[config.mk]
export PLATFORM = sky130hd
export DESIGN_NAME = col_idct_seq
export DESIGN_NICKNAME = d
export VERILOG_FILES = /design/src/rtl/col_idct_seq_pkg.sv /design/src/rtl/col_idct_seq.sv
export SDC_FILE = /design/constraint.sdc
export NUM_CORES = 1
export LEC_CHECK = 0
export ABC_AREA = 1
export BUFFER_PORTS_ARGS = -buffer_cell sky130_fd_sc_hd__buf_2
export CAP_MARGIN = 25
export CORE_AREA = 4 4 222 224
export DETAILED_ROUTE_END_ITERATION = 8
export DIE_AREA = 0 0 226 228
export MAX_ROUTING_LAYER = met4
export SLEW_MARGIN = 20
export SYNTH_ARGS = -nofsm -noshare
export SYNTH_HDL_FRONTEND = slang
export SYNTH_SLANG_ARGS = --single-unit
export TNS_END_PERCENT = 1
[constraint.sdc]
create_clock -name i_clk -period 3.3 [get_ports i_clk]
set_input_delay 0.495 -clock i_clk [delete_from_list [all_inputs] [get_ports i_clk]]
set_output_delay 0.495 -clock i_clk [all_outputs]
set_load 0.01 [all_outputs]
[src/rtl/col_idct_seq_pkg.sv]
// Shared definitions for the IDCT column-pass sequencer: state encoding,
// block geometry and the datapath input permutation.
package col_idct_seq_pkg;

  localparam int BLK_DIM = 8;
  localparam int ADDR_W  = 6;

  typedef enum logic [1:0] {
    IDLE,
    LOAD,
    WAIT,
    STORE
  } state_t;

  // Indexed by datapath slot: ROW_TO_SLOT[k] is the coefficient row fed into slot k.
  localparam logic [2:0] ROW_TO_SLOT [BLK_DIM] = '{3'd0, 3'd4, 3'd6, 3'd2, 3'd1, 3'd7, 3'd5, 3'd3};
  // Inverse view, indexed by coefficient row: the slot that row lands in.
  localparam logic [2:0] SLOT_OF_ROW [BLK_DIM] = '{3'd0, 3'd4, 3'd3, 3'd7, 3'd1, 3'd6, 3'd2, 3'd5};

endpackage

[src/rtl/col_idct_seq.sv]
// Column-pass sequencer: reads each coefficient column in permuted order into
// the column-IDCT datapath, waits for its result and writes 8 pixels back.
module col_idct_seq
  import col_idct_seq_pkg::*;
#(
  parameter int DATA_W  = 32,
  parameter int TIMEOUT = 63
) (
  input  logic                i_clk,
  input  logic                i_reset,
  input  logic                i_start,
  output logic                o_busy,
  output logic                o_done,
  output logic                o_err,
  output logic                o_rdEn,
  output logic [ADDR_W-1:0]   o_rdAddr,
  input  logic [DATA_W-1:0]   i_rdData,
  output logic                o_idctRst,
  output logic [8*DATA_W-1:0] o_idctIn,
  input  logic [8*DATA_W-1:0] i_idctY,
  input  logic                i_idctRdy,
  output logic                o_wrEn,
  output logic [ADDR_W-1:0]   o_wrAddr,
  output logic [7:0]          o_wrData
);

  localparam logic [5:0] TMO_LAST = 6'(TIMEOUT - 1);

  state_t                r_state;
  logic [2:0]            r_col;
  logic [3:0]            r_cnt;
  logic [5:0]            r_tmo;
  logic                  r_busy;
  logic                  r_done;
  logic                  r_err;
  logic                  r_rdEn;
  logic [ADDR_W-1:0]     r_rdAddr;
  logic                  r_idctRst;
  logic [8*DATA_W-1:0]   r_idctIn;
  logic [8*DATA_W-1:0]   r_y;
  logic                  r_wrEn;
  logic [ADDR_W-1:0]     r_wrAddr;
  logic [7:0]            r_wrData;

  logic [2:0]            w_nextRow;
  logic [2:0]            w_prevRow;

  assign w_nextRow = r_cnt[2:0] + 3'd1;
  assign w_prevRow = r_cnt[2:0] - 3'd1;

  // All outputs are registered; each state prepares the strobes for the following cycle.
  always_ff @(posedge i_clk) begin
    if (i_reset) begin
      r_state   <= IDLE;
      r_col     <= 3'd0;
      r_cnt     <= 4'd0;
      r_tmo     <= 6'd0;
      r_busy    <= 1'b0;
      r_done    <= 1'b0;
      r_err     <= 1'b0;
      r_rdEn    <= 1'b0;
      r_rdAddr  <= '0;
      r_idctRst <= 1'b1;
      r_idctIn  <= '0;
      r_y       <= '0;
      r_wrEn    <= 1'b0;
      r_wrAddr  <= '0;
      r_wrData  <= 8'd0;
    end else begin
      r_done <= 1'b0;
      r_err  <= 1'b0;
      unique case (r_state)
        IDLE: begin
          // A start coinciding with the done/err pulse is dropped.
          if (i_start && !r_done && !r_err) begin
            r_state  <= LOAD;
            r_col    <= 3'd0;
            r_cnt    <= 4'd0;
            r_busy   <= 1'b1;
            r_rdEn   <= 1'b1;
            r_rdAddr <= '0;
          end
        end
        LOAD: begin
          // Read data lags the strobe by one cycle, so count c captures row c-1.
          if (r_cnt != 4'd0)
            r_idctIn[int'(SLOT_OF_ROW[w_prevRow])*DATA_W +: DATA_W] <= i_rdData;
          if (r_cnt == 4'd8) begin
            r_state   <= WAIT;
            r_tmo     <= 6'd0;
            r_idctRst <= 1'b0;
          end else begin
            r_cnt    <= r_cnt + 4'd1;
            r_rdEn   <= (r_cnt != 4'd7);
            r_rdAddr <= {w_nextRow, r_col};
          end
        end
        WAIT: begin
          if (i_idctRdy) begin
            r_state   <= STORE;
            r_idctRst <= 1'b1;
            r_y       <= i_idctY;
            r_cnt     <= 4'd0;
            r_wrEn    <= 1'b1;
            r_wrAddr  <= {3'd0, r_col};
            r_wrData  <= i_idctY[7:0];
          end else if (r_tmo == TMO_LAST) begin
            r_state   <= IDLE;
            r_idctRst <= 1'b1;
            r_err     <= 1'b1;
            r_busy    <= 1'b0;
          end else begin
            r_tmo <= r_tmo + 6'd1;
          end
        end
        STORE: begin
          if (r_cnt == 4'd7) begin
            r_wrEn <= 1'b0;
            if (r_col == 3'd7) begin
              r_state <= IDLE;
              r_done  <= 1'b1;
              r_busy  <= 1'b0;
            end else begin
              r_col    <= r_col + 3'd1;
              r_state  <= LOAD;
              r_cnt    <= 4'd0;
              r_rdEn   <= 1'b1;
              r_rdAddr <= {3'd0, r_col + 3'd1};
            end
          end else begin
            r_cnt    <= r_cnt + 4'd1;
            r_wrAddr <= {w_nextRow, r_col};
            r_wrData <= r_y[int'(w_nextRow)*DATA_W +: 8];
          end
        end
      endcase
    end
  end

  assign o_busy    = r_busy;
  assign o_done    = r_done;
  assign o_err     = r_err;
  assign o_rdEn    = r_rdEn;
  assign o_rdAddr  = r_rdAddr;
  assign o_idctRst = r_idctRst;
  assign o_idctIn  = r_idctIn;
  assign o_wrEn    = r_wrEn;
  assign o_wrAddr  = r_wrAddr;
  assign o_wrData  = r_wrData;

endmodule

Yosys cells after proc, flatten, opt, wreduce, memory -nomap -nowiden
Memories as Yosys holds them, arrays and structs flattened. Cells that the tools add are included.

Shift operators: 3. Bitwise operators: 4. Reduce and logical (&&, ||, !) cells: 24. Equal/unequal tests: 21. Multiplexer cells: 54. $add $sub $neg: 6. Order comparisons: 1.

Operators with widths (count): bitwise mux 256 bit (1); variable shift 32 x 33 -> 256 bit (first input constant) (1); variable part select 256 x 9 -> 8 bit (1); variable part select 32 x 33 -> 256 bit (1); two-way mux 6 bit (9); negator 8 -> 33 bit (1); one-hot mux 6 bit (2 select lines) (2); != test 2 bit (second input constant) (11); two-way mux 4 bit (5); one-hot mux 6 bit (3 select lines) (1); two-way mux 1 bit (16); two-way mux 8 bit (2); one-hot mux 4 bit (4 select lines) (1); one-hot mux 8 bit (2 select lines) (1); AND reduction 4 bit (4); two-way mux 3 bit (5); two-way mux 2 bit (5); AND reduction 3 bit (3); one-hot mux 2 bit (4 select lines) (1); adder 3 x 1 -> 3 bit (second input constant) (2); adder 6 x 1 -> 6 bit (second input constant) (1); == test 6 bit (second input constant) (1); != test 3 bit (second input constant) (2); one-hot mux 1 bit (3 select lines) (2); 23 further kinds (34).

Input port bits: 292. Word-level logic and storage cells: 129. Memories kept: 1. Memory bits (read-only): 24. Bits in registers: 553.

Memories: (name not given) (depth 8, width 3, rd ports 1, clocked after Yosys merged registers in 0, wr ports 0, line col_idct_seq.sv:87) `r_idctIn[int'(SLOT_OF_ROW[w_prevRow])*DATA_W +: DATA_W] <= i_rdData;`.

Longest topological paths before layout
Gate-level depths: netlist of the first run.

Depth in word-level cells: 8. Mapped depth: 16. Depth with buffers taken out: 12.

Worst setup path after synthesis of the first run
OpenSTA, ideal clock, no wires.

Kind: reg-to-reg. Start point: register r_cnt[0]. End point: register r_idctIn[136], in the netlist o_idctIn[136]. Data required time: 3.187 ns. Arrival: 2.236 ns. Clock period less this slack: 2.348 ns. Library setup time: 0.113 ns. Slack: 0.952 ns. Path buffers: 5. Cell stages (with the launch flop): 17. Cell sequence: dfxtp_1 -> buf_4 -> inv_2 -> buf_2 -> buf_2 -> ha_1 -> buf_2 -> nand2_1 -> nand2_1 -> nand2_1 -> nand2_4 -> nand3_2 -> nor2_2 -> buf_2 -> nand3_1 -> nand2_1 -> nor2_1.

Word-level cells in the longest chain between the ends: 8.

Ends and longest elaborated chain: from (decl) (line col_idct_seq.sv:31) `logic [3:0] r_cnt;`; from (signal assigned) (line col_idct_seq.sv:93) `r_cnt <= r_cnt + 4'd1;`; from (signal assigned) (line col_idct_seq.sv:131) `r_cnt <= r_cnt + 4'd1;`; subtractor 3 x 1 -> 3 bit (line col_idct_seq.sv:49) `assign w_prevRow = r_cnt[2:0] - 3'd1;`; NOT 3 -> 4 bit (not written as such) (line col_idct_seq.sv:87); memory read (8 x 3 bit); two-way mux 3 bit (not written as such) (2 in series) (line col_idct_seq.sv:87); negator 8 -> 33 bit (line col_idct_seq.sv:87); variable part select 32 x 33 -> 256 bit or variable shift 32 x 33 -> 256 bit (tied branches) (line col_idct_seq.sv:87); bitwise mux 256 bit (line col_idct_seq.sv:87); to (signal, indexed assignment) (line col_idct_seq.sv:87); to (decl) (line col_idct_seq.sv:39) `logic [8*DATA_W-1:0] r_idctIn;`.

Parallel ways exist; a longest one is shown, timed or not. The select of a mux whose other input is x is not followed. A chain may end at the register's enable or synchronous reset.

Final worst setup path of the first run
Start point: register r_cnt[1]. End point: register r_idctIn[156], in the netlist o_idctIn[156].

Same word-level chain as after synthesis.

==> results of run 1 <==
## area by class of cell
cell class | instances | area, µm² | share of cell area, %
antenna | 1 | 2.50 | 0.0133
clock buffer | 57 | 1200 | 6.36
clock inverter | 15 | 151 | 0.804
inverter | 167 | 632 | 3.36
multi-input combinational | 1454 | 6620 | 35.2
sequential | 361 | 7230 | 38.4
tap | 615 | 769 | 4.09
timing repair buffer | 418 | 2220 | 11.8
## critical path: cells and delay by family, from the launching register on
family,cells,cell delay [ns]
adder cells (fa/ha/maj),1,0.35
AND/OR/NAND/NOR,9,1.17
flip-flops,1,0.48
buffers and inverters,4,0.73
## kinds of logic (layout without fill, tap and decap cells)
group,count (synthesis),after routing,share of synthesized area (%)
other,0,1,0
DFF,361,361,47.6
buffers and inverters,326,657,8.84
xor gates and xnor gates,3,3,0.173
and+or+nand+nor,990,990,27.3
AOI/OAI and AO/OA,454,454,15.5
adders and majority gates,7,7,0.577
## worst min path at each step
stage               endpoint  slack, ns  cells after the start
2_1_floorplan        r_y[70]       0.42                      2
5_1_grt              r_y[71]       0.20                      3
3_5_place_dp   o_idctIn[184]       0.43                      2
4_1_cts             r_y[163]       0.17                      3
3_3_place_gp   o_idctIn[161]       0.43                      2
6_report            r_y[163]       0.21                      3
## Yosys cell counts, drive strengths merged
master and n:
o21ai 160, ha 7, a21oi 270, a211oi 4, nand3b 1, nor3 4
buf 83, o21a 11, xor2 3, o21bai 1, nor2 378, clkinv 1
inv 166, dfxtp 361, nand3 180, nand4 39, or2 4, o211ai 7
nand2 384, clkbuf 76, a221oi 1
## routing by layer
metal	share of wire (%)	up-vias	GRT usage, %
met5	0	-	-
met4	4.4	0	9.11
met3	9.7	119	7.03
met2	42	594	32.3
met1	44	7282	29.7
li1	-	7507	-
## placed cells by master (no fill, tap or decap), types with 2 or more instances in the layout
| cell | Yosys | final |
|---|---|---|
| sky130_fd_sc_hd__a211oi_1 | 4 | 4 |
| sky130_fd_sc_hd__a21oi_1 | 268 | 268 |
| sky130_fd_sc_hd__a21oi_2 | 2 | 2 |
| sky130_fd_sc_hd__buf_12 | 0 | 3 |
| sky130_fd_sc_hd__buf_2 | 61 | 380 |
| sky130_fd_sc_hd__buf_4 | 9 | 35 |
| sky130_fd_sc_hd__bufinv_16 | 0 | 2 |
| sky130_fd_sc_hd__clkbuf_1 | 76 | 6 |
| sky130_fd_sc_hd__clkbuf_16 | 0 | 42 |
| sky130_fd_sc_hd__clkbuf_8 | 0 | 9 |
| sky130_fd_sc_hd__clkinv_2 | 0 | 7 |
| sky130_fd_sc_hd__clkinvlp_4 | 0 | 3 |
| sky130_fd_sc_hd__dfxtp_1 | 361 | 360 |
| sky130_fd_sc_hd__ha_1 | 7 | 7 |
| sky130_fd_sc_hd__inv_1 | 156 | 156 |
| sky130_fd_sc_hd__inv_2 | 10 | 10 |
| sky130_fd_sc_hd__inv_6 | 0 | 2 |
| sky130_fd_sc_hd__nand2_1 | 379 | 378 |
| sky130_fd_sc_hd__nand2_2 | 4 | 5 |
| sky130_fd_sc_hd__nand3_1 | 176 | 176 |
| sky130_fd_sc_hd__nand3_2 | 4 | 4 |
| sky130_fd_sc_hd__nand4_1 | 39 | 39 |
| sky130_fd_sc_hd__nor2_1 | 369 | 367 |
| sky130_fd_sc_hd__nor2_2 | 6 | 7 |
| sky130_fd_sc_hd__nor2_4 | 3 | 4 |
| sky130_fd_sc_hd__nor3_1 | 3 | 3 |
| sky130_fd_sc_hd__o211ai_1 | 7 | 7 |
| sky130_fd_sc_hd__o21a_1 | 11 | 11 |
| sky130_fd_sc_hd__o21ai_0 | 124 | 124 |
| sky130_fd_sc_hd__o21ai_1 | 35 | 35 |
| sky130_fd_sc_hd__or2_2 | 4 | 4 |
| sky130_fd_sc_hd__xor2_1 | 3 | 3 |
## power by group through the flow
stage | sequential (mW) | clock (mW) | combinational [mW]
4_1_cts | 4.56 | 4.73 | 1.56
6_report | 4.56 | 4.62 | 1.58
3_3_place_gp | 4.65 | 0 | 1.54
2_1_floorplan | 4.67 | 0 | 0.982
3_5_place_dp | 4.65 | 0 | 1.56
5_1_grt | 4.57 | 4.89 | 1.73
## flip-flops by register name, indices dropped and copies added, names as in the netlist
name / flops
r_state: 2
o_idctIn: 256
o_wrData: 8
o_wrEn: 1
o_rdAddr: 6
o_busy: 1
o_done: 1
o_idctRst: 1
r_col: 3
r_cnt: 4
o_rdEn: 1
r_y: 64
r_tmo: 6
o_wrAddr: 6
o_err: 1
==> reports/results.txt, run 1 <==
Normalized max-slew margin: 37.3%. The analysis attributes to net switching a power of 3.16 mW. Summed over all failing endpoints, the final setup total negative slack is 0 ns.

Power spread over the standard cell area amounts to 571 nW/µm². The signal on the critical path passes through inv_1 > ha_1 > inv_1 > buf_4 > nand2_1 > nand2_1 > nand2_1 > nand2_4 > nand3_2 > nor2_2 > buf_4 > nand3_1 > nand2_1 > nor2_1. Once placement finished, the instance area stood at 17500 µm². The number of search-and-repair iterations in the first detailed-routing pass was 7. The run gives 88.4 mm as the first-pass GRT wire length. The share of the cycle needed by the critical path after routing is 86.6%, and the effective utilization at floorplan is 32.1%. The critical path capture point was o_idctIn[156]. Category of the critical setup timing path: reg2reg. The maximum number of pins on one net before global-route repair is 163, and the required time at the worst-slack endpoint is 3.76 ns.

For the count of vias placed by the detailed router, the log shows 15500. The slowest stage of the critical path belongs to the cell sky130_fd_sc_hd__dfxtp_1. TritonCTS built the clock tree.

The worst setup skew after layout is 0.0274 ns, and the half-perimeter wire length after detailed placement is 41.4 mm. The number of hold-slack violations in the final timing report came out at 0. The logs give 43.0% for the relative contribution of the clock network to total power and 7.60 mW for the cell internal power dissipation. In this run the vertical extent of the chip is 228 µm.

The per-instance average area after synthesis is 7.09 µm². Summed over all layers, the global routing overflow is 0. Counting the buffers created by CTS gives 41. The H-tree was split into 2 levels. Using the TritonRoute via totals, the vias-per-cell ratio works out to 5.02.

Hold timing on the final database bottoms out at a slack of 0.211 ns. The synthesized netlist cell count was 2141. The startpoint identified for the worst register-to-register timing path is r_cnt[1]. Synthesis produced a netlist with a net count of 2440. For the number of design-rule violations left by the first detailed-router iteration, the log shows 1230. In this run switching power makes up 29.4% of total power. Across the run, the number of max-cap violations was 0. The residual DRC count is 0, and the static leakage is 8.49 nW.

The tools report the total standard cell area after synthesis as 15200 µm². Counting I/O delays and the setup requirement, the final critical path takes 2.86 ns. The post-layout instance area is 18800 µm². The final layout contains routed wiring with a total length of 59.1 mm.

The finished layout holds 3088 standard cells, fillers aside. The number of gates resized after CTS was 0. Derived from the worst setup path, the maximum achievable clock frequency is 350 MHz. The area of the die is 51500 µm². Measured along the x axis, the die boundary spans 226 µm. The sequential group share of total power is 42.4%. Ranked by total cell area, the synthesized netlist is headed by sky130_fd_sc_hd__dfxtp_1 48%, sky130_fd_sc_hd__nand2_1 9.4%, sky130_fd_sc_hd__nor2_1 9.1%. The tools report the number of max-slew violations in the final report as 0.

Worst-case register-to-register setup slack: 0.44 ns. For this run, the slowest stage of the critical path takes 0.48 ns. The filler cells instantiated in the layout total 5021.

In this run the remaining antenna-violating nets after routing total 0. After clock tree synthesis, the setup repair step added 0 buffers. The largest area contributor in the netlist was sky130_fd_sc_hd__dfxtp_1.

In this run the most critical hold path is launched from i_idctY[163]. The run gives 0.893 as the global placer's final weighted congestion. Total number of clock tree sinks: 361.

The tree is rooted in a sky130_fd_sc_hd__clkbuf_16. The number of cells on the worst reg-to-reg path is 14. For the utilization of the core after routing, the log shows 39.8%. The clock passes through at most 3 buffers. Setup repair after global routing left no endpoint under its margin.

For the clock latency at the later pin of the worst-skew pair, the log shows 0.56 ns. The flow ran to the end, and the final reports show no timing, DRC or antenna violations. The area growth from synthesis to layout is 24.0%. The wire length per cell is 19.1 µm. For this design, the CTS-stage hold fixing added 0 buffers. The launch point of the worst path was r_cnt[1].

Global routing consumed, over all layers together, 22.6% of the routing resources. The synthesized netlist contains 34 unique library cells. The core region is 47300 µm². End of the worst register-to-register path: o_idctIn[156]. The Yosys step of the flow raised 0 warnings.

The data arrival time of the worst path is 3.31 ns. During placement, the flow inserted port buffers numbering 381. At the end of the flow, the number of nets in the layout was 2742.

The capturing element type of the critical path is a flip-flop. Combinational logic burns 14.7% of the power. In this design, the critical path's most frequently occurring cell is sky130_fd_sc_hd__nand2_1. Pin placement for this block handled 574 I/O pins. After clock tree synthesis, the clock-pin slew on the worst setup and hold paths is 0.06 ns.

The tools report the startpoint type of the worst setup path as a flip-flop. Share of layout cells above drive strength 1: 21.2%. The tools report the via count of the first global-routing pass as 14700. Overall power consumption after layout is estimated at 10.8 mW. Prior to clock tree synthesis, the placed netlist has a worst setup slack of 0.463 ns. Setup slack on the critical path of the routed design comes to 0.443 ns.

The tools report the number of placement rows as 80. Initial antenna violation count: 1. The run gives 47.6% as the fraction of the yosys area taken by sequential cells. After detailed placement, the design holds a cell count of 3015. The path class of the lowest-slack min-delay path was in2reg. Across the VDD grid, the largest voltage drop is 0.338 mV.

Setup violations remaining at the end of the flow were counted as 0. Area share of the largest cell type after synthesis: 47.6%. The flip-flop and latch count after synthesis is 361. In this run the worst path has a maximum fanout of 34. For the pin with the worst max-slew slack, the measured transition is 0.939 ns.
(Power assumes the default switching activity.)
==> inputs of run 2 (changes only) <==
Settings changed: ABC_AREA 1 to 0, CORE_AREA 4 4 222 224 to 2 2 222 224, DIE_AREA 0 0 226 228 to 0 0 224 226.
==> run 2 against run 1 <==
  * Combinational power fell by 77%
  * Area after synthesis shrank 11%
  * Utilization fell by 3.7 points
  * Largest cell class unchanged
  * Clock power hardly changed
  * Worst setup slack worse by 0.098 ns
==> reports/results.txt, run 2 <==
For this design, the slowest cell found on the critical path is sky130_fd_sc_hd__dfxtp_1. The total power came out at 9.34 mW (-13%). The logs give 0.844 (-5.6%) for the global placer's final weighted congestion and 48.4 mm (-18%) for the final routed wirelength across all metal layers. By area, the combinational part of the netlist is dominated by simple AND/OR/NAND/NOR gates.

On the critical path the largest part of the delay comes from simple AND/OR/NAND/NOR gates. The tools report the maximum root-to-sink buffer count as 3 (unchanged). The tools report the residual DRC count as 0 (unchanged). The count of placed standard cells including taps was 2598 (-14%); the compound-cell area share of the yosys netlist was 13.8% (-1.7 points). The register clock-pin slew on the reported worst setup and hold paths is 0.07 ns (about the same), and the share of cell area taken by muxes after synthesis is 4.34% (+4.3 points).

The logs give 2007 (-18%) for the net count of the mapped netlist and 0 (unchanged) for the global route total overflow. The logs give 48300 µm² (+2.1%) for the total core area and 852 (-31%) for the number of design-rule violations left by the first detailed-router iteration. The number of gates resized after cts came out at 0 (unchanged). Number of flops mapped to enable cells by yosys: 0 (unchanged). The data arrival time of the worst path was 3.44 ns (+0.13 ns); the fraction of the yosys area taken by sequential cells was 53.3% (+5.7 points). The run gives 50600 µm² (-1.8%) as the area of the die.

sky130_fd_sc_hd__nand2_1 is the most common cell in the netlist. The required time at the worst-slack endpoint was 3.78 ns (+0.02 ns); the global-route track usage on met2 was 29.4% (-2.9 points). The instance area after placement is 16100 µm² (-8.1%). The run gives 36.1% (-3.7 points) as the utilization of the core after routing. For the post-detailed-route count of antenna-violating nets, the log shows 0 (unchanged). The tools report the met3 track demand over resource as 5.26% (-1.8 points). In the layout the commonest cells are 606 x sky130_fd_sc_hd__nand2_1, 380 x sky130_fd_sc_hd__buf_2, 361 x sky130_fd_sc_hd__dfxtp_1.

The non-filler instance count after layout came out at 2672 (-13%). The run finished with clean final reports. The height of the die was 226 µm (-0.88%); the effective utilization at floorplan was 28.0% (-4.0 points). By area the synthesized netlist is led by sky130_fd_sc_hd__dfxtp_1 53%, sky130_fd_sc_hd__nand2_1 17%, sky130_fd_sc_hd__a21oi_1 12%.

The flip-flop and latch count after synthesis came out at 361 (unchanged). For the worst setup skew after layout, the log shows 0.0228 ns (-0.00455 ns). In this run the most critical hold path is launched from i_idctY[164]. The worst hold slack after final layout was 0.179 ns (-0.0315 ns).

The tools report the number of hold-slack violations in the final timing report as 0 (unchanged). The xor and xnor fraction of the mapped netlist area is 0.766% (+0.59 points). The number of placement rows is 81 (+1.3%), and the setup slack at placement is 0.353 ns (-0.110 ns).

The half-perimeter wire length after detailed placement came out at 33.8 mm (-18%). The busiest layer in global routing is met2. The tools report the final critical-path setup slack as 0.345 ns (-0.0976 ns). Worst-case register-to-register setup slack: 0.35 ns (-0.10 ns). The final critical delay including setup and external delays was 2.95 ns (+0.0976 ns); the quantity of hold-fixing buffers added after cts was 0 (unchanged). The count of port buffers added during placement came out at 381 (unchanged). Normalized max-slew margin: 48.5% (+11 points).

The number of buffers and inverters on the critical path is 3 (-1), and the flip-flop count of the largest register after layout is 256 (unchanged). The worst setup path is launched from a flip-flop. TritonCTS built the clock tree. Async set-reset flop share out of synthesis: 0% (unchanged).

The distinct cell type count of the synthesized netlist came out at 45 (+32%). The endpoint identified for the worst register-to-register timing path is o_idctIn[220]. The dominant cell type by count on the critical path was sky130_fd_sc_hd__buf_4.

The per-instance average area after synthesis is 7.93 µm² (+12%), and the share of layout cells above drive strength 1 is 25.0% (+3.7 points). Maximum fanout along the worst path: 18 (-47%). The total number of clock tree sinks is 361 (unchanged). The area growth from synthesis to layout is 28.8%. The arithmetic-cell share of the synthesized area counting full adders, half adders and majority gates came out at 0.646% (+0.069 points). The transition time of the tightest slew-check pin works out to 0.773 ns (-0.166 ns).

The count of endpoints failing setup in the final report is 0 (unchanged). The run gives 17500 µm² (-7.3%) as the post-layout instance area. The worst register-to-register path begins at r_cnt[0]. The run gives 13600 µm² (-11%) as the total standard cell area after synthesis. The number of placed I/O pins came out at 574 (unchanged).

The critical path starts at r_cnt[0]. The tightest min-delay check is of the in2reg type. The logs give 0 (unchanged) for the number of setup buffers added after CTS and 1708 (-20%) for the synthesized netlist cell count. The first-pass GRT wire length is 72.0 mm (-19%), and the total track usage is 19.0% (-3.6 points). The worst hold path endpoint is r_y[164]. The area share of the largest cell type after synthesis works out to 53.3% (+5.7 points).

Ranked by instance count, the synthesized netlist is headed by 607 x sky130_fd_sc_hd__nand2_1, 361 x sky130_fd_sc_hd__dfxtp_1, 317 x sky130_fd_sc_hd__a21oi_1, 135 x sky130_fd_sc_hd__clkbuf_1, 64 x sky130_fd_sc_hd__nor2_1. The worst hold path depth is 3 (unchanged). The power per cell area is 535 nW/µm² (-6.3%), and the number of nets in the layout is 2318 (-15%).

The level count of the clock H-tree came out at 2 (unchanged). The signal on the critical path passes through inv_2 > ha_1 > nor3b_1 > nor3_1 > buf_4 > and3_2 > buf_4 > nand2_1 > a21oi_1. The count of vias placed by the detailed router was 12900 (-17%). The via count of the first global-routing pass was 12400 (-16%); the total number of yosys warnings was 0 (unchanged).

The global-route met1 utilization is 24.0% (-5.7 points), and the wire length per cell is 18.1 µm (-5.3%). For the initial antenna violation count, the log shows 1 (unchanged). The number of logic stages on the critical path including buffering is 9 (-5).

Share of the cycle needed by the critical path after routing: 89.5% (+3.0 points). The cell count of the worst reg-to-reg path is 9 (-5). Largest area contributor in the netlist: sky130_fd_sc_hd__dfxtp_1. The worst setup path is captured at a flip-flop. The number of max-slew violations in the final report was 0 (unchanged); the maximum number of pins on one net before global-route repair was 110 (-33%). Category of the critical setup timing path: reg2reg. The clock latency at the later pin of the worst-skew pair came out at 0.55 ns (about the same). The logs give 0.414 mV (+22%) for the peak ir drop on the vdd network and 338 MHz (-3.3%) for the achievable frequency.

Setup repair after global routing left no endpoint under its margin. Reported max-cap violation count: 0 (unchanged). The via density per instance was 4.83 (-3.9%); the largest stage delay on the critical path was 0.51 ns (+0.03 ns).

The total clock buffers created by CTS was 39 (-4.9%). The library cell used most frequently in the layout, excluding fill and tap cells, is sky130_fd_sc_hd__nand2_1. The static leakage was 7.19 nW (-15%). CTS placed an instance of sky130_fd_sc_hd__clkbuf_16 at the clock tree root. For the summed negative setup slack over all endpoints, the log shows 0 ns (unchanged). In the synthesized netlist the dominant register cell turns out to be sky130_fd_sc_hd__dfxtp_1. The area fraction in and, or, nand and nor cells after synthesis came out at 22.6% (-4.7 points). For the number of search-and-repair iterations in the first detailed-routing pass, the log shows 5 (-2).

The die outline width works out to 224 µm (-0.88%).
run 2: cell count changes after synthesis, moves of 59 or more:
cell,previous run,this run
sky130_fd_sc_hd__clkbuf_1,76,135
sky130_fd_sc_hd__nand2_1,379,607
sky130_fd_sc_hd__nand3_1,176,52
sky130_fd_sc_hd__nor2_1,369,64
sky130_fd_sc_hd__o21ai_0,124,4
sky130_fd_sc_hd__inv_1,156,5
run 2: per-layer routing:
metal / vias up / share of wire, %
li1: 6218 / -
met1: 6109 / 44
met2: 488 / 45
met3: 82 / 8.3
met4: 0 / 2.8
met5: - / 0
run 2: worst max-delay path by stage:
| stage | end | slack [ns] |
|---|---|---|
| after floorplan | o_idctIn[10] | 0.86 |
| after global placement | o_idctIn[83] | 0.46 |
| after detailed placement | o_idctIn[220] | 0.35 |
| after CTS | o_idctIn[73] | 0.34 |
| after global routing | o_idctIn[220] | 0.17 |
| final | o_idctIn[220] | 0.35 |
run 2: final cells by class:
class / instances / area, µm²
clock inverters: 18 / 209
diodes: 1 / 2.50
well taps: 622 / 778
flip-flops and latches: 361 / 7230
clock buffers: 53 / 1160
repair buffers: 422 / 2310
inverters: 6 / 22.5
fillers: 4996 / 30900
multi-input cells: 1189 / 5740
run 2: report_power, final:
group	internal (mW)	switching (mW)
logic	0.106	0.264
registers	4.37	0.00882
clock network	2.72	1.87
run 2: cells by family after synthesis:
logic type / count (synthesis)
xor+xnor: 11
mux: 51
buf+inv: 158
simple gates: 766
fa+ha+maj: 7
flops: 361
compound gates: 354
run 2: worst register-to-register path, cell delays in order, from the launching register on:
cell	delay (ns)
sky130_fd_sc_hd__dfxtp_1	0.51
sky130_fd_sc_hd__inv_2	0.19
sky130_fd_sc_hd__ha_1	0.30
sky130_fd_sc_hd__nor3b_1	0.23
sky130_fd_sc_hd__nor3_1	0.45
sky130_fd_sc_hd__buf_4	0.22
sky130_fd_sc_hd__and3_2	0.50
sky130_fd_sc_hd__buf_4	0.27
sky130_fd_sc_hd__nand2_1	0.08
sky130_fd_sc_hd__a21oi_1	0.14
==> inputs of run 3 (changes only) <==
==> constraint.sdc (replaced) <==
create_clock -name i_clk -period 3.3 [get_ports i_clk]
set_input_delay 0.165 -clock i_clk [delete_from_list [all_inputs] [get_ports i_clk]]
set_output_delay 0.165 -clock i_clk [all_outputs]
set_load 0.01 [all_outputs]
==> run 3 against run 2 <==
  * Combinational power up 24%
  * Die area unchanged
  * Worst hold slack worse by 0.13 ns
  * Routed wire length up 2.9%
  * Final cell count up 3.4%
  * Fmax up 4.7%
  * Design area up 5.1%
  * Critical path type unchanged
  * Critical endpoint is now o_idctIn[193]
==> reports/results.txt, run 3 (same netlist as run 2, synthesis figures left out) <==
The run finished with clean final reports. The met3 track demand over resource was 5.02% (-0.23 points). For the final routed wirelength across all metal layers, the log shows 49.8 mm (+2.9%). The wire length per cell is 18.0 µm (-0.47%), and the final critical delay including setup and external delays is 2.82 ns (-0.133 ns).

The run gives 0 (unchanged) as the number of hold-slack violations in the final timing report. The post-detailed-route count of antenna-violating nets was 0 (unchanged). The cell count of the worst reg-to-reg path is 9 (unchanged).

The root cell of the clock tree was sky130_fd_sc_hd__clkbuf_16. The run gives 37.9% (+1.8 points) as the utilization of the core after routing. The maximum fanout along the worst path was 22 (+4). The run gives 757 (-11%) as the number of design-rule violations left by the first detailed-router iteration. The worst hold path endpoint was o_idctIn[97].

The run gives 24.2% (+0.19 points) as the global-route met1 utilization. The tools report the layout filler cell count as 4863 (-2.7%). The peak ir drop on the vdd network is 0.353 mV (-15%), and the total core area is 48300 µm² (unchanged). The worst setup skew after layout is 0.0205 ns (-0.00238 ns). The capturing element type of the critical path was a flip-flop. The register clock-pin slew on the reported worst setup and hold paths was 0.06 ns (about the same). The number of search-and-repair iterations in the first detailed-routing pass is 7 (+2). The tools report the maximum root-to-sink buffer count as 3 (unchanged). The worst setup path is of the reg2reg kind. In the layout the commonest cells are 606 x sky130_fd_sc_hd__nand2_1, 380 x sky130_fd_sc_hd__buf_2, 361 x sky130_fd_sc_hd__dfxtp_1.

Path class of the lowest-slack min-delay path: in2reg. For the via count of the first global-routing pass, the log shows 12700 (+2.3%). The tools report the number of nets in the layout as 2412 (+4.1%). The count of port buffers added during placement is 381 (unchanged), and the count of vias placed by the detailed router is 13300 (+3.5%).

Relative to the synthesized area, the layout overhead comes to 35.3%. For the normalized max-slew margin, the log shows 47.6% (-0.85 points). Residual DRC count: 0 (unchanged). The startpoint of the worst hold path is i_reset. The first-pass GRT wire length is 73.7 mm (+2.4%), and the number of max-slew violations in the final report is 0 (unchanged). Total power: 9.39 mW (+0.49%). The half-perimeter wire length after detailed placement is 33.5 mm (-0.76%), and the number of gates resized after cts is 0 (unchanged). The worst register-to-register path begins at r_cnt[0]. The global-route track usage on met2 was 30.1% (+0.71 points). Setup repair after global routing left no endpoint under its margin. Leaving out fill and tap cells, the most frequent cell in the layout is sky130_fd_sc_hd__nand2_1. Total clock buffers created by CTS: 40 (+2.6%). The via density per instance is 4.83 (about the same), and the achievable frequency is 354 MHz (+4.7%). STA classifies the critical path startpoint as a flip-flop.

The tools report the number of placement rows as 81 (unchanged). The data arrival time of the worst path was 3.30 ns (-0.14 ns). The signal on the critical path passes through inv_2 > ha_1 > nor3b_1 > nor3_1 > buf_4 > nand3_2 > buf_4 > nand2_1 > a21oi_1. The share of the cycle needed by the critical path after routing is 85.5% (-4.0 points). The level count of the clock H-tree was 2 (unchanged). The share of layout cells above drive strength 1 is 23.3% (-1.7 points). The required time at the worst-slack endpoint was 3.78 ns (about the same). Flip-flop count of the largest register after layout: 256 (unchanged). The largest stage delay on the critical path is 0.64 ns (+0.13 ns).

The worst hold path depth came out at 2 (-1). The global placer's final weighted congestion came out at 0.836 (-0.88%). The count of endpoints failing setup in the final report was 0 (unchanged); the maximum number of pins on one net before global-route repair was 109 (-0.91%). The area of the die is 50600 µm² (unchanged). The cell type of the slowest stage on the worst timing path was sky130_fd_sc_hd__nor3b_1. met2 is the most crowded layer.

The transition time of the tightest slew-check pin was 0.786 ns (+0.0127 ns). The worst-case register-to-register setup slack is 0.48 ns (+0.13 ns). For the initial antenna violation count, the log shows 1 (unchanged).

The total number of clock tree sinks was 361 (unchanged). The number of placed I/O pins is 574 (unchanged). TritonCTS built the clock tree. The run gives 0 (unchanged) as the global route total overflow.

For the clock latency at the later pin of the worst-skew pair, the log shows 0.56 ns (about the same). The total track usage was 19.4% (+0.41 points). The dominant cell type by count on the critical path was sky130_fd_sc_hd__buf_4. The height of the die was 226 µm (unchanged). The logs give 0 (unchanged) for the reported max-cap violation count and 7.55 nW (+5.1%) for the static leakage. The power per cell area is 512 nW/µm² (-4.4%), and the summed negative setup slack over all endpoints is 0 ns (unchanged). The end of the worst register-to-register path was o_idctIn[193]. For the effective utilization at floorplan, the log shows 28.0% (unchanged). The die outline width works out to 224 µm (unchanged).
-- run 3: changes by cell type in the layout (fill, tap and decap cells not counted), moves of 2 or more --
cell / change
sky130_fd_sc_hd__dlygate4sd3_1: +97
sky130_fd_sc_hd__clkbuf_1: +8
sky130_fd_sc_hd__clkbuf_8: -4
sky130_fd_sc_hd__clkinv_2: -4
sky130_fd_sc_hd__clkinvlp_4: -3
sky130_fd_sc_hd__buf_4: -2
-- run 3: layout make-up --
cell class              instances  area (µm²)  area share, %
diodes                          1        2.50         0.0136
clock inverters                12         191           1.04
multi-input cells            1189        5740           31.3
flip-flops and latches        361        7230           39.4
repair buffers                515        3240           17.7
well taps                     622         778           4.24
clock buffers                  57        1130           6.19
inverters                       6        22.5          0.123
-- run 3: per-stage QoR --
step / hold slack [ns] / std cells / area, µm² / worst slack [ns]
finish: 0.0488 / 2763 / 18300 / 0.478
global route: 0.0806 / 2763 / 18300 / 0.297
CTS: 0.0383 / 2762 / 18300 / 0.504
detailed placement: 0.413 / 2596 / 16000 / 0.521
global placement: 0.411 / 2596 / 16000 / 0.574
floorplan: 0.301 / 1708 / 13600 / 0.865
-- run 3: worst max-delay path: cells and delay by family, from the launching register on --
family / cells / cell delay, ns
simple gates: 4 / 1.34
buf+inv: 3 / 0.65
flops: 1 / 0.31
fa+ha+maj: 1 / 0.29
compound gates: 1 / 0.16
-- run 3: how the worst max path moves through the flow --
| stage | startpoint | end | slack [ns] | cells after the start |
|---|---|---|---|---|
| floorplan | r_cnt[0] | o_idctIn[10] | 0.86 | 9 |
| global placement | r_cnt[1] | o_idctIn[31] | 0.57 | 8 |
| detailed placement | r_cnt[0] | o_idctIn[193] | 0.52 | 9 |
| CTS | r_cnt[0] | o_idctIn[193] | 0.50 | 9 |
| global route | r_cnt[1] | o_idctIn[202] | 0.30 | 9 |
| finish | r_cnt[0] | o_idctIn[193] | 0.48 | 9 |
-- run 3: per-layer routing --
| layer | part of all wire, % | up-vias |
|---|---|---|
| met5 | 0 | - |
| met4 | 3.6 | 0 |
| met3 | 8.1 | 111 |
| met2 | 45 | 513 |
| met1 | 43 | 6316 |
| li1 | - | 6402 |
-- run 3: timing repair --
action,in CTS,in global routing
setup buffers,0,0
endpoints found under the hold margin,296,0
hold buffers,97,0
-- run 3: where the power goes --
group	leakage, nW	total, mW	internal [mW]	switching (mW)
logic	4.00	0.459	0.175	0.284
clock network	0.646	4.55	2.72	1.83
registers	2.91	4.38	4.37	0.00734
total	7.55	9.39	7.26	2.12
